===== src/rtl/fnd_pkg.sv =====
// Shared definitions for the FND display path: converter state encoding and BCD limits.
package fnd_pkg;

    typedef enum logic [1:0] {
        ST_IDLE  = 2'd0,
        ST_SHIFT = 2'd1,
        ST_DONE  = 2'd2
    } fnd_state_t;

    localparam int BCD_MAX     = 9999;
    localparam int BCD_DIGIT_W = 4;

endpackage


===== src/rtl/bcd_add3.sv =====
// One BCD nibble correction step of shift-and-add-3: values of 5 or more get +3
// so that the following left shift carries correctly into the next decade.
module bcd_add3
    import fnd_pkg::*;
(
    input  logic [BCD_DIGIT_W-1:0] din,
    output logic [BCD_DIGIT_W-1:0] dout
);

    // Pure combinational nibble correction
    always_comb begin
        dout = din;
        if (din >= 4'd5) begin
            dout = din + 4'd3;
        end
    end

endmodule


===== src/rtl/bin2bcd_seq.sv =====
// Sequential binary-to-BCD converter (shift-and-add-3, one input bit per clock).
// A conversion takes BIN_W shift cycles followed by a one-cycle done pulse; the
// digit outputs hold the last result until the next done.
// Optional build macro BCD_SAT_EN: inputs above 9999 saturate to 9999 and raise
// overflow. Without it the thousands carry is simply dropped (result mod 10000)
// and overflow is tied low. Latency is the same in both builds.
module bin2bcd_seq
    import fnd_pkg::*;
#(
    parameter int BIN_W    = 14,
    parameter int N_DIGITS = 4
) (
    input  logic             clk,
    input  logic             reset,
    input  logic             start,
    input  logic [BIN_W-1:0] bin,
    output logic             busy,
    output logic             done,
    output logic [3:0]       digit_1,
    output logic [3:0]       digit_10,
    output logic [3:0]       digit_100,
    output logic [3:0]       digit_1000,
    output logic             overflow
);

    localparam int BCD_W = N_DIGITS * BCD_DIGIT_W;
    localparam int CNT_W = $clog2(BIN_W + 1);

    fnd_state_t       state, state_nxt;
    logic [CNT_W-1:0] bit_cnt;
    logic [BIN_W-1:0] shreg;
    logic [BCD_W-1:0] bcd, bcd_adj, bcd_nxt;
    logic             accept;
    logic             last_shift;

    assign accept     = start && (state == ST_IDLE || state == ST_DONE);
    assign last_shift = (state == ST_SHIFT) && (bit_cnt == CNT_W'(1));

    // Per-decade add-3 correction applied before every shift
    for (genvar g = 0; g < N_DIGITS; g++) begin : g_add3
        bcd_add3 u_add3 (
            .din  (bcd[g*BCD_DIGIT_W +: BCD_DIGIT_W]),
            .dout (bcd_adj[g*BCD_DIGIT_W +: BCD_DIGIT_W])
        );
    end

    // Shift the corrected accumulator left, pulling in the next binary MSB; the bit
    // leaving the thousands nibble falls off through the width cast
    assign bcd_nxt = BCD_W'({bcd_adj, shreg[BIN_W-1]});

    // Next-state logic: accept from IDLE/DONE, finish after the last shift
    always_comb begin
        state_nxt = state;
        busy      = 1'b0;
        done      = 1'b0;
        case (state)
            ST_IDLE: begin
                if (start) state_nxt = ST_SHIFT;
            end
            ST_SHIFT: begin
                busy = 1'b1;
                if (bit_cnt == CNT_W'(1)) state_nxt = ST_DONE;
            end
            ST_DONE: begin
                done      = 1'b1;
                state_nxt = start ? ST_SHIFT : ST_IDLE;
            end
            default: state_nxt = ST_IDLE;
        endcase
    end

    // State register and bit counter; reset aborts any running conversion
    always_ff @(posedge clk or posedge reset) begin
        if (reset) begin
            state   <= ST_IDLE;
            bit_cnt <= '0;
        end else begin
            state <= state_nxt;
            if (accept) begin
                bit_cnt <= CNT_W'(BIN_W);
            end else if (state == ST_SHIFT) begin
                bit_cnt <= bit_cnt - CNT_W'(1);
            end
        end
    end

    // Working shift register and accumulator; only meaningful while SHIFT, so no reset
    always_ff @(posedge clk) begin
        if (accept) begin
            shreg <= bin;
            bcd   <= '0;
        end else if (state == ST_SHIFT) begin
            shreg <= {shreg[BIN_W-2:0], 1'b0};
            bcd   <= bcd_nxt;
        end
    end

`ifdef BCD_SAT_EN
    logic ovf_lat;

    // Range check is done once on the latched input value
    always_ff @(posedge clk) begin
        if (accept) begin
            ovf_lat <= (int'(bin) > BCD_MAX);
        end
    end

    // Output registers load on the edge that raises done; saturate when out of range
    always_ff @(posedge clk or posedge reset) begin
        if (reset) begin
            {digit_1000, digit_100, digit_10, digit_1} <= '0;
            overflow <= 1'b0;
        end else if (last_shift) begin
            if (ovf_lat) begin
                {digit_1000, digit_100, digit_10, digit_1} <= 16'h9999;
                overflow <= 1'b1;
            end else begin
                {digit_1000, digit_100, digit_10, digit_1} <= bcd_nxt;
                overflow <= 1'b0;
            end
        end
    end
`else
    assign overflow = 1'b0;

    // Output registers load on the edge that raises done
    always_ff @(posedge clk or posedge reset) begin
        if (reset) begin
            {digit_1000, digit_100, digit_10, digit_1} <= '0;
        end else if (last_shift) begin
            {digit_1000, digit_100, digit_10, digit_1} <= bcd_nxt;
        end
    end
`endif

endmodule


===== config.mk =====
export PLATFORM = sky130hd
export DESIGN_NAME = bin2bcd_seq
export DESIGN_NICKNAME = d
export VERILOG_FILES = /design/src/rtl/fnd_pkg.sv /design/src/rtl/bcd_add3.sv /design/src/rtl/bin2bcd_seq.sv
export SDC_FILE = /design/constraint.sdc
export NUM_CORES = 1
export LEC_CHECK = 0
export CAP_MARGIN = 30
export CORE_ASPECT_RATIO = 0.8
export CORE_MARGIN = 2
export CORE_UTILIZATION = 55
export CTS_BUF_LIST = sky130_fd_sc_hd__clkbuf_16
export CTS_CLUSTER_DIAMETER = 120
export DETAILED_ROUTE_END_ITERATION = 10
export PLACE_DENSITY = 0.9
export SYNTH_ARGS = -nofsm -noshare
export SYNTH_HDL_FRONTEND = slang
export SYNTH_HIERARCHICAL = 1
export SYNTH_SLANG_ARGS = --single-unit

===== constraint.sdc =====
create_clock -name clk -period 4.3 [get_ports clk]
set_input_delay 0.86 -clock clk [delete_from_list [all_inputs] [get_ports clk]]
set_output_delay 0.86 -clock clk [all_outputs]
set_load 0.05 [all_outputs]

==> results.md, run 1 <==
- Power spread over the standard cell area amounts to 836 mW/mm².
- Once layout is complete, the cells apart from fillers number 310.
- In the global route stage, overall resource usage came out at 0.199.
- The worst max-slew margin expressed relative to the limit is 0.434.
- The number of input and output port buffers inserted is 34.
- The largest incremental delay on the critical path is about 0.88 ns.
- At the end of routability-driven placement, the weighted congestion stood at 0.804.
- Dividing the detail-routed via count by the number of cells gives approximately 5.3.
- The hold path startpoint is bcd[13]$_SDFFE_PP0P_.
- The effective utilization at floorplan is 0.574.
- Setup repair after global routing left no endpoint under its margin.
- The internal portion of the total power is 0.00146 W.
- The number of buffers between clock root and the deepest sink is 2.
- The layout cell share with drive strength beyond 1 is 0.130.
- The share of total power in sequential cells is 0.375.
- The total wirelength of the detailed-routed design is 4330 µm.
- The worst setup slack for register-to-register paths is 2.49 ns.
- The horizontal die dimension is 78.1 µm.
- The area overhead of the layout relative to synthesis is 21.0%.
- The share of the core filled with cells in the final layout is 0.695.
- The required time at the endpoint of the critical path is approximately 3.4 ns.
- The worst hold-check path type is reg2reg.
- For the worst setup path, the data arrival time is approximately 2 ns.
- The post-cts resize count is 0.
- The kind of launch point of the worst setup path is a flop.
- The antenna diode count is 0.
- The tool flagged a number of max-cap violations equal to 0.
- After floorplanning, the core was divided into 21 placement rows.
- The number of setup buffers added after CTS is 0.
- The finished cells cover 0.00292 mm².
- The maximum clock frequency is 350 MHz.
- The number of placed instances, taps included, is around 300.
- Synthesis produced a netlist whose cell count is 218.
- The nature of the critical path endpoint is a primary output.
- The Yosys warning count is 6.
- The number of stages on the worst hold path is 1.
- The total overflow reported by the global router is 0.
- The cell area after synthesis is 0.00241 mm².
- The pin count of the biggest net entering global routing is 26.
- The instance area after placement is 0.00278 mm².
- The floorplan step set the die height to 63.3 µm.
- In the final timing run, aggregate negative setup slack is 0 ns.
- The share of total power dissipated in the clock network is 0.155.
- Power comes to 0.00244 W.
- The destination of the worst register-to-register timing path is shreg[10]$_DFFE_PP_.
- Clock-pin slew was measured on the worst setup and hold paths at 0.06 ns.
- Traced cell by cell, the critical path runs through nand2b_2 -> inv_4 -> clkdlybuf4s50_1.
- The run finished with clean final reports.
- The slowest cell on the critical path is clkdlybuf4s50_1.
- Of the available clock period, the critical path in the final layout requires 0.664.
- The core region is 0.00420 mm².
- The number of buffers added to fix hold violations after cts is 0.
- The via count of the first global-routing pass came to between 1500 and 2000.
- Synthesis produced a netlist with a net count of ~250.
- The first global-routing pass estimated 7590 µm of wire.
- The analysis attributes to cell leakage a power of 1.36 nW.
- The placed wire-length estimate after detailed placement is around 2800 µm.
- The post-route minimum period is 2.86 ns.
- The setup path with the least slack is of type reg2out.
- For this block, the via count after detailed routing is ~1600.
- Counting the buffers created by CTS gives 5.
- The worst hold path endpoint is bcd[13]$_SDFFE_PP0P_.
- The number of failing hold endpoints at the final stage is 0.
- The mean post-synth cell area is 11.1 µm².
- The residual DRC count is 0.
- Clock skew on the completed layout was measured at 0.00381 ns.
- For this design the top-level I/O count stands at 36.
- The part of the power in combinational logic is 0.470.
- The full die area is 0.00494 mm².
- The beginning of the critical path is state[1]$_DFFE_PP0P_.
- The antenna violation net count after detailed routing is 0.
- The cell at the root of the clock tree is clkbuf_16.
- The initial antenna violation count came to 0.
- The iteration count of the initial detailed-routing pass is 4.
- The worst-case IR drop observed on VDD is 0.541 mV.
- The H-tree was split into 2 levels.
- Counting cells, the worst reg-to-reg path comes to 4.
- In the final routed layout, each cell accounts on average for 14.0 µm.
- Setup violations remaining at the end of the flow were counted as 0.
- In this run the worst path has a maximum fanout of 25.
- The net count reported at finish is 279.
- The switching part of the total power is 0.401.
- The max-slew violation count is 0.
- TritonCTS built the clock tree.
- The clock latency of the later-clocked register in the worst-skew pair is ~0.29 ns.
- The number of violations reported at the end of detailed-routing iteration 0 is 67.
- In this run the critical register-to-register path is launched from state[1]$_DFFE_PP0P_.
- On the critical path the largest part of the delay comes from buffers and inverters.
- At the pin with the least slew margin, the transition time is 0.848 ns.
- In this run the power spent charging and discharging nets is slightly below 0.001 W.
- Together, buffers and inverters on the worst path number 2.
- CTS saw 52 sinks.
==> stage by stage <==
stage / hold slack [ns] / setup WS, ns
finish: 0.477 / 1.44
global route: 0.504 / 1.38
CTS: 0.477 / 1.45
detailed placement: 0.462 / 1.70
global placement: 0.459 / 1.76
floorplan: 0.442 / 2.34
==> power groups by stage <==
stage                     sequential [W]  combinational [W]  clock, W
final                           0.000917            0.00115  0.000379
after global placement          0.000911            0.00109         0
after global routing            0.000947            0.00126  0.000405
after CTS                       0.000917            0.00115  0.000382
after detailed placement        0.000921            0.00113         0
after floorplan                  0.00110           0.000665         0
==> metal layers <==
layer	wire (µm)	GRT usage
met1	2110	0.287
met4	106	0.0833
met3	193	0.0530
met2	1920	0.286
met5	0	0
==> cell type report <==
type / count / area [µm²]
well taps: 57 / 71.3
multi-input cells: 144 / 1020
flip-flops and latches: 52 / 1290
inverters: 14 / 55.1
fillers: 318 / 1280
clock buffers: 5 / 125
repair buffers: 35 / 348
clock inverters: 3 / 15.0
==> worst register-to-register path, cell delays in order (launching register included) <==
cell and delay, ns:
dfrtp_1 0.37, nand2b_2 0.20, inv_4 0.25, nor2_4 0.17, inv_1 0.45
==> worst max path at each step <==
stage                                      to  slack [ns]  cells past startpoint
after floorplan                          done        2.34                      1
after global placement    shreg[13]$_DFFE_PP_        1.76                      4
after detailed placement  shreg[10]$_DFFE_PP_        1.70                      4
after CTS                                busy        1.45                      3
after global routing                     busy        1.38                      3
final                                    busy        1.44                      3
==> cell usage in the layout (no fill, tap or decap), types with 2 or more instances in the layout <==
master           count
ha_1                10
a21oi_2              4
clkdlybuf4s50_1     34
edfxtp_1            14
mux2i_1              4
xnor2_1              4
nand2b_1             8
a22o_1              16
mux2_2               7
clkbuf_16            5
nor2_1               4
o21ai_0              6
nand2_1             55
dfrtp_1             22
inv_1               14
dfxtp_1             16
nor2b_1              2
mux2_4               9
o21ai_1              3
==> sequential cells by signal (all words and copies together), names as in the netlist <==
register    cells
bcd            16
shreg          14
bit_cnt         4
digit_1000      4
digit_100       4
digit_10        4
digit_1         4
state           2
No activity file was read; power rests on OpenSTA's default activity.
==> inputs of run 2 (changes only) <==
- CORE_UTILIZATION: 55 -> 48
- PLACE_DENSITY: 0.9 -> 0.84
- clock period: 4.3 -> 2.4 ns (I/O delays scaled with it)
==> results.md, run 2 (synthesis results as in run 1) <==
- The flow ran to the end, and the final reports show no timing, DRC or antenna violations.
- The placer congestion estimate is 0.738 (-8.2%).
- The total overflow reported by the global router is 0 (unchanged).
- The count of max-cap constraint violations is 0 (unchanged).
- The nature of the critical path endpoint is a primary output.
- The worst hold-check path type is reg2reg.
- The detail-routed net length per standard cell is 14.4 µm (+2.9%).
- The final design area excluding fillers is 0.00294 mm² (+0.64%).
- Setup repair after global routing left no endpoint under its margin.
- The clock sink total is 52 (unchanged).
- Of the available clock period, the critical path in the final layout requires 0.914.
- The die extent in y was 67.4 µm (+6.6%).
- The count of boundary I/O pins came to 36 (unchanged).
- The worst max-slew margin expressed relative to the limit is 0.612 (+0.178).
- The smallest clock period supported by the final layout is computed as about 2.2 ns.
- The row count is 23 (+9.5%).
- The net count reported at finish was 281 (+0.72%).
- The via count of the first global-routing pass is 1603 (-0.062%).
- The iteration count of the initial detailed-routing pass is 4 (unchanged).
- The post-placement worst setup slack is 0.294 ns (-1.40 ns).
- The worst voltage drop across the vdd grid is 0.642 mV (+19%).
- The leakage power is 1.37 nW (+0.55%).
- The number of buffers added by the clock tree synthesis step came to 5 (unchanged).
- The setup slack after layout is 0.208 ns (-1.24 ns).
- The number of setup buffers added after CTS is 0 (unchanged).
- The power density normalized to cell area is 1490 mW/mm² (+78%).
- The clock transition at the registers of the reported paths is 0.06 ns (about the same).
- The total wirelength of the detailed-routed design is 4550 µm (+5.3%).
- The number of setup violations in the final report was 0 (unchanged).
- TritonCTS built the clock tree.
- The kind of launch point of the worst setup path is a flop.
- The library cells used most frequently in the layout, excluding fill and tap cells, are nand2_1 (55), clkdlybuf4s50_1 (33), dfrtp_1 (22).
- The layout cell share with drive strength beyond 1 was 0.137 (+0.00682).
- The number of buffers between clock root and the deepest sink is 2 (unchanged).
- The clock latency of the later-clocked register in the worst-skew pair was 0.29 ns (about the same).
- The max-slew violation count is 0 (unchanged).
- The pin count of the biggest net entering global routing is 26 (unchanged).
- The core footprint is 0.00492 mm² (+17%).
- The count of placed standard cells in the final layout, fillers left out was 317 (+2.3%).
- The antenna diode count was 0 (unchanged).
- The count of placed standard cells including taps is 309 (+2.3%).
- The number of buffers added to fix hold violations after cts was 0 (unchanged).
- The worst path arrival time came to 1.71 ns (-0.29 ns).
- The global routing usage summed across all routing layers is 0.173 (-0.0259).
- The residual DRC count was 0 (unchanged).
- The via density per instance is 5.14 (-3.2%).
- The required time at the endpoint of the critical path is 1.92 ns (-1.52 ns).
- The tree is rooted in a clkbuf_16.
- The effective utilization at floorplan is 0.490 (-0.0836).
- The number of input and output port buffers inserted was 34 (unchanged).
- The antenna violation net count after detailed routing is 0 (unchanged).
- The full die area is 0.00562 mm² (+14%).
- The H-tree depth reported by CTS is 2 (unchanged).
- The wire length of the first global-routing pass is 7510 µm (-1.1%).
- The horizontal die dimension is 83.3 µm (+6.7%).
- The most frequent standard cell in the layout excluding fill and tap cells is nand2_1.
- The placed wire-length estimate after detailed placement was 3040 µm (+6.7%).
- The number of violations reported at the end of detailed-routing iteration 0 is 97 (+45%).
- The largest register by flop count is bcd.
- The aggregate negative setup slack is 0 ns (unchanged).
- The number of failing hold endpoints at the final stage is 0 (unchanged).
- The maximum clock frequency is 456 MHz.
- The area overhead of the layout relative to synthesis is 21.8%.
- The vias after detailed routing is 1630 (-1.0%).
- In the final layout, the registers with the most flip-flops are bcd x16, shreg x14.
- The initial antenna violation count was 0 (unchanged).
- The post-cts resize count is 0 (unchanged).
- The post-route clock skew is 0.00605 ns (+0.00224 ns).
- The instance area after placement is 0.00280 mm² (+0.67%).
- The flip-flop count of the largest register, all copies and words added was 16 (unchanged).
- The peak fanout along the critical path is 4 (-84%).
- The critical path is of the reg2out type.
- The transition at the pin with the smallest max-transition slack came to 0.582 ns (-0.267 ns).
run 2: cell types whose count changed in the layout (fill, tap and decap cells not counted), sizes merged:
| cell | delta |
|---|---|
| clkinv | +1 |
| buf | +3 |
| inv | -1 |
| clkdlybuf4s50 | -1 |
run 2: layer usage:
metal	global-route usage	routed length (µm)	up-vias
met5	0	0	-
met2	0.296	2230	30
met4	0.0779	87	0
li1	-	-	808
met3	0.0379	136	10
met1	0.215	2100	782
run 2: stage by stage:
stage          utilization  hold WS [ns]  power [W]
6_report             0.598         0.479    0.00438
2_1_floorplan            -         0.442    0.00316
3_3_place_gp         0.569         0.457    0.00360
3_5_place_dp         0.569         0.459    0.00370
5_1_grt              0.598         0.504    0.00468
4_1_cts              0.598         0.481    0.00440
run 2: worst paths after layout:
kind                       cells after the start  slack, ns                        end            startpoint
setup / recovery                               2       0.21                       done  state[0]$_DFFE_PP0P_
hold reg to reg                                1       0.48       bcd[13]$_SDFFE_PP0P_  bcd[13]$_SDFFE_PP0P_
hold / removal                                 1       0.48       bcd[13]$_SDFFE_PP0P_  bcd[13]$_SDFFE_PP0P_
max in group asynchronous                      3       1.61  digit_1000[2]$_DFFE_PP0P_                 reset
setup reg to reg                               4       0.71        shreg[10]$_DFFE_PP_  state[1]$_DFFE_PP0P_
min in group asynchronous                      3       0.55    digit_10[0]$_DFFE_PP0P_                 reset
run 2: where the power goes:
group	switching, W	internal [W]	total (W)
clock network	0.000303	0.000379	0.000683
registers	0.000277	0.00137	0.00165
logic	0.00117	0.000879	0.00205
run 2: worst max-delay path: stages, from the launching register on:
cell and delay, ns:
dfrtp_1 0.42, nor2b_1 0.16, clkdlybuf4s50_1 0.85
run 2: area by class of cell:
cell class | count | area [µm²]
Fill cell | 375 | 1980
Sequential cell | 52 | 1290
Multi-Input combinational cell | 144 | 1020
Timing Repair Buffer | 37 | 360
Clock buffer | 5 | 125
Tap cell | 62 | 77.6
Inverter | 14 | 55.1
Clock inverter | 3 | 15.0
==> inputs of run 3 (changes only) <==
==> constraint.sdc (replaced) <==
create_clock -name clk -period 2.4 [get_ports clk]
set_input_delay 0.36 -clock clk [delete_from_list [all_inputs] [get_ports clk]]
set_output_delay 0.36 -clock clk [all_outputs]
set_load 0.05 [all_outputs]
==> results.md, run 3 (synthesis results as in run 1) <==
- The wire length of the first global-routing pass is 6800 µm (-9.5%).
- The post-route minimum period is 2.09 ns (-0.106 ns).
- In the layout the commonest cells are nand2_1 (55), clkdlybuf4s50_1 (34), dfrtp_1 (22).
- The clock transition at the registers of the reported paths was 0.06 ns (about the same).
- The horizontal die dimension came to 83.3 µm (unchanged).
- The critical path is of the reg2out type.
- The count of max-cap constraint violations is 0 (unchanged).
- The aggregate negative setup slack came to 0 ns (unchanged).
- The peak fanout along the critical path was 2 (-2).
- The worst setup path is captured at a primary output.
- The path class of the tightest hold or removal check is in2async.
- The required time at the endpoint of the critical path is 2.04 ns (+0.12 ns).
- The number of buffers added to fix hold violations after cts came to 0 (unchanged).
- The global routing usage summed across all routing layers is 0.154 (-0.0195).
- The post-route clock skew is 0.00400 ns (-0.00205 ns).
- The antenna diode count is 0 (unchanged).
- The residual DRC count is 0 (unchanged).
- The part of the cycle the worst path needs came to 0.869 (-0.0441).
- The share of the core filled with cells in the final layout is 0.598 (about the same).
- The total power consumption of the routed design came to 0.00435 W (-0.60%).
- The count of placed standard cells in the final layout, fillers left out came to 317 (unchanged).
- The total wirelength of the detailed-routed design is 4150 µm (-8.8%).
- The net count reported at finish is 281 (unchanged).
- The max-slew violation count is 0 (unchanged).
- The row count is 23 (unchanged).
- The power density normalized to cell area was 1480 mW/mm² (-0.69%).
- In this run the critical register-to-register path is captured at bit_cnt[0]$_DFFE_PP0P_.
- The number of input and output port buffers inserted came to 34 (unchanged).
- The iteration count of the initial detailed-routing pass came to 4 (unchanged).
- The maximum clock frequency is 479 MHz (+5.1%).
- The full die area came to 0.00562 mm² (unchanged).
- The clock sink total is 52 (unchanged).
- The post-placement worst setup slack is 0.330 ns (+0.0358 ns).
- The layout cell share with drive strength beyond 1 is 0.137 (unchanged).
- The worst max-slew margin expressed relative to the limit came to 0.622 (+0.0101).
- The run finished with clean final reports.
- The post-cts resize count is 0 (unchanged).
- The pin count of the biggest net entering global routing is 25 (-3.8%).
- The via count of the first global-routing pass is 1534 (-4.3%).
- The placed wire-length estimate after detailed placement is 2810 µm (-7.6%).
- The total overflow reported by the global router was 0 (unchanged).
- The clock latency of the later-clocked register in the worst-skew pair was 0.28 ns (about the same).
- The worst path arrival time is 1.73 ns (+0.02 ns).
- The number of buffers between clock root and the deepest sink came to 2 (unchanged).
- The worst setup slack for register-to-register paths is 0.50 ns (-0.21 ns).
- The worst reg2reg path startpoint is state[0]$_DFFE_PP0P_.
- The via density per instance is 5.09 (-0.98%).
- The effective utilization at floorplan is 0.490 (unchanged).
- The transition at the pin with the smallest max-transition slack is 0.566 ns (-0.0158 ns).
- The area overhead of the layout relative to synthesis came to 21.9% (about the same).
- The worst setup path is launched from a flop.
- The detail-routed net length per standard cell is 13.1 µm (-8.8%).
- The count of placed standard cells including taps is 309 (unchanged).
- The placer congestion estimate was 0.716 (-3.0%).
- The H-tree depth reported by CTS came to 2 (unchanged).
- The core footprint was 0.00492 mm² (unchanged).
- The flip-flop count of the largest register, all copies and words added is 16 (unchanged).
- The number of violations reported at the end of detailed-routing iteration 0 is 53 (-45%).
- The clock tree from TritonCTS is done.
- The largest registers in the layout are bcd x16, shreg x14.
- The number of setup buffers added after CTS is 0 (unchanged).
- The initial antenna violation count was 0 (unchanged).
- The vias after detailed routing is 1614 (-0.98%).
- The number of buffers added by the clock tree synthesis step is 5 (unchanged).
- Setup repair after global routing left no endpoint under its margin.
- More flip-flops sit in one register than any other, and that register is bcd.
- The worst voltage drop across the vdd grid was 0.779 mV (+21%).
- The number of failing hold endpoints at the final stage was 0 (unchanged).
- The die extent in y was 67.4 µm (unchanged).
- The leakage power was 1.37 nW (+0.12%).
- The count of boundary I/O pins is 36 (unchanged).
- The number of setup violations in the final report was 0 (unchanged).
- The most frequent standard cell in the layout excluding fill and tap cells is nand2_1.
- The number of cells on the worst reg-to-reg path is 6 (+2).
- CTS placed an instance of clkbuf_16 at the clock tree root.
- The setup slack after layout was 0.313 ns (+0.106 ns).
- The antenna violation net count after detailed routing is 0 (unchanged).
run 3: cell types whose count changed in the layout (fill, tap and decap cells not counted), sizes merged:
cell,change
clkdlybuf4s50,+1
buf,-1
clkinv,-1
inv,+1
run 3: per-stage QoR:
stage / hold slack [ns] / instance area, µm²
after floorplan: 0.349 / 2410
after global placement: 0.464 / 2800
after detailed placement: 0.465 / 2800
after CTS: 0.435 / 2940
after global routing: 0.459 / 2940
final: 0.423 / 2940
run 3: how the worst max path moves through the flow:
stage	startpoint	to	slack (ns)	cells past startpoint
finish	state[1]$_DFFE_PP0P_	busy	0.31	3
global route	state[1]$_DFFE_PP0P_	busy	0.27	3
CTS	state[1]$_DFFE_PP0P_	busy	0.30	3
detailed placement	start	shreg[3]$_DFFE_PP_	0.33	4
global placement	start	shreg[0]$_SDFFCE_PN0P_	0.35	4
floorplan	bit_cnt[1]$_DFFE_PP0P_	digit_1000[0]$_DFFE_PP0P_	0.94	6
run 3: area by class of cell:
class,count,area [µm²]
fillers,373,1980
flip-flops and latches,52,1290
multi-input cells,144,1020
repair buffers,37,363
clock buffers,5,125
well taps,62,77.6
inverters,14,55.1
clock inverters,3,15.0
run 3: power by group:
group / switching, W / total (W) / internal [W]
sequential: 0.000267 / 0.00164 / 0.00137
clock: 0.000286 / 0.000665 / 0.000379
combinational: 0.00117 / 0.00205 / 0.000884
run 3: metal layers:
metal | up-vias | part of all wire | GRT usage
li1 | 810 | - | -
met5 | - | 0 | 0
met1 | 774 | 0.48 | 0.190
met3 | 6 | 0.037 | 0.0440
met4 | 0 | 0.015 | 0.0594
met2 | 24 | 0.46 | 0.261
run 3: critical path, cell delays in order, from the launching register on:
cell             delay [ns]
dfrtp_1                0.37
nand2b_2               0.20
inv_4                  0.06
clkdlybuf4s50_1        0.82
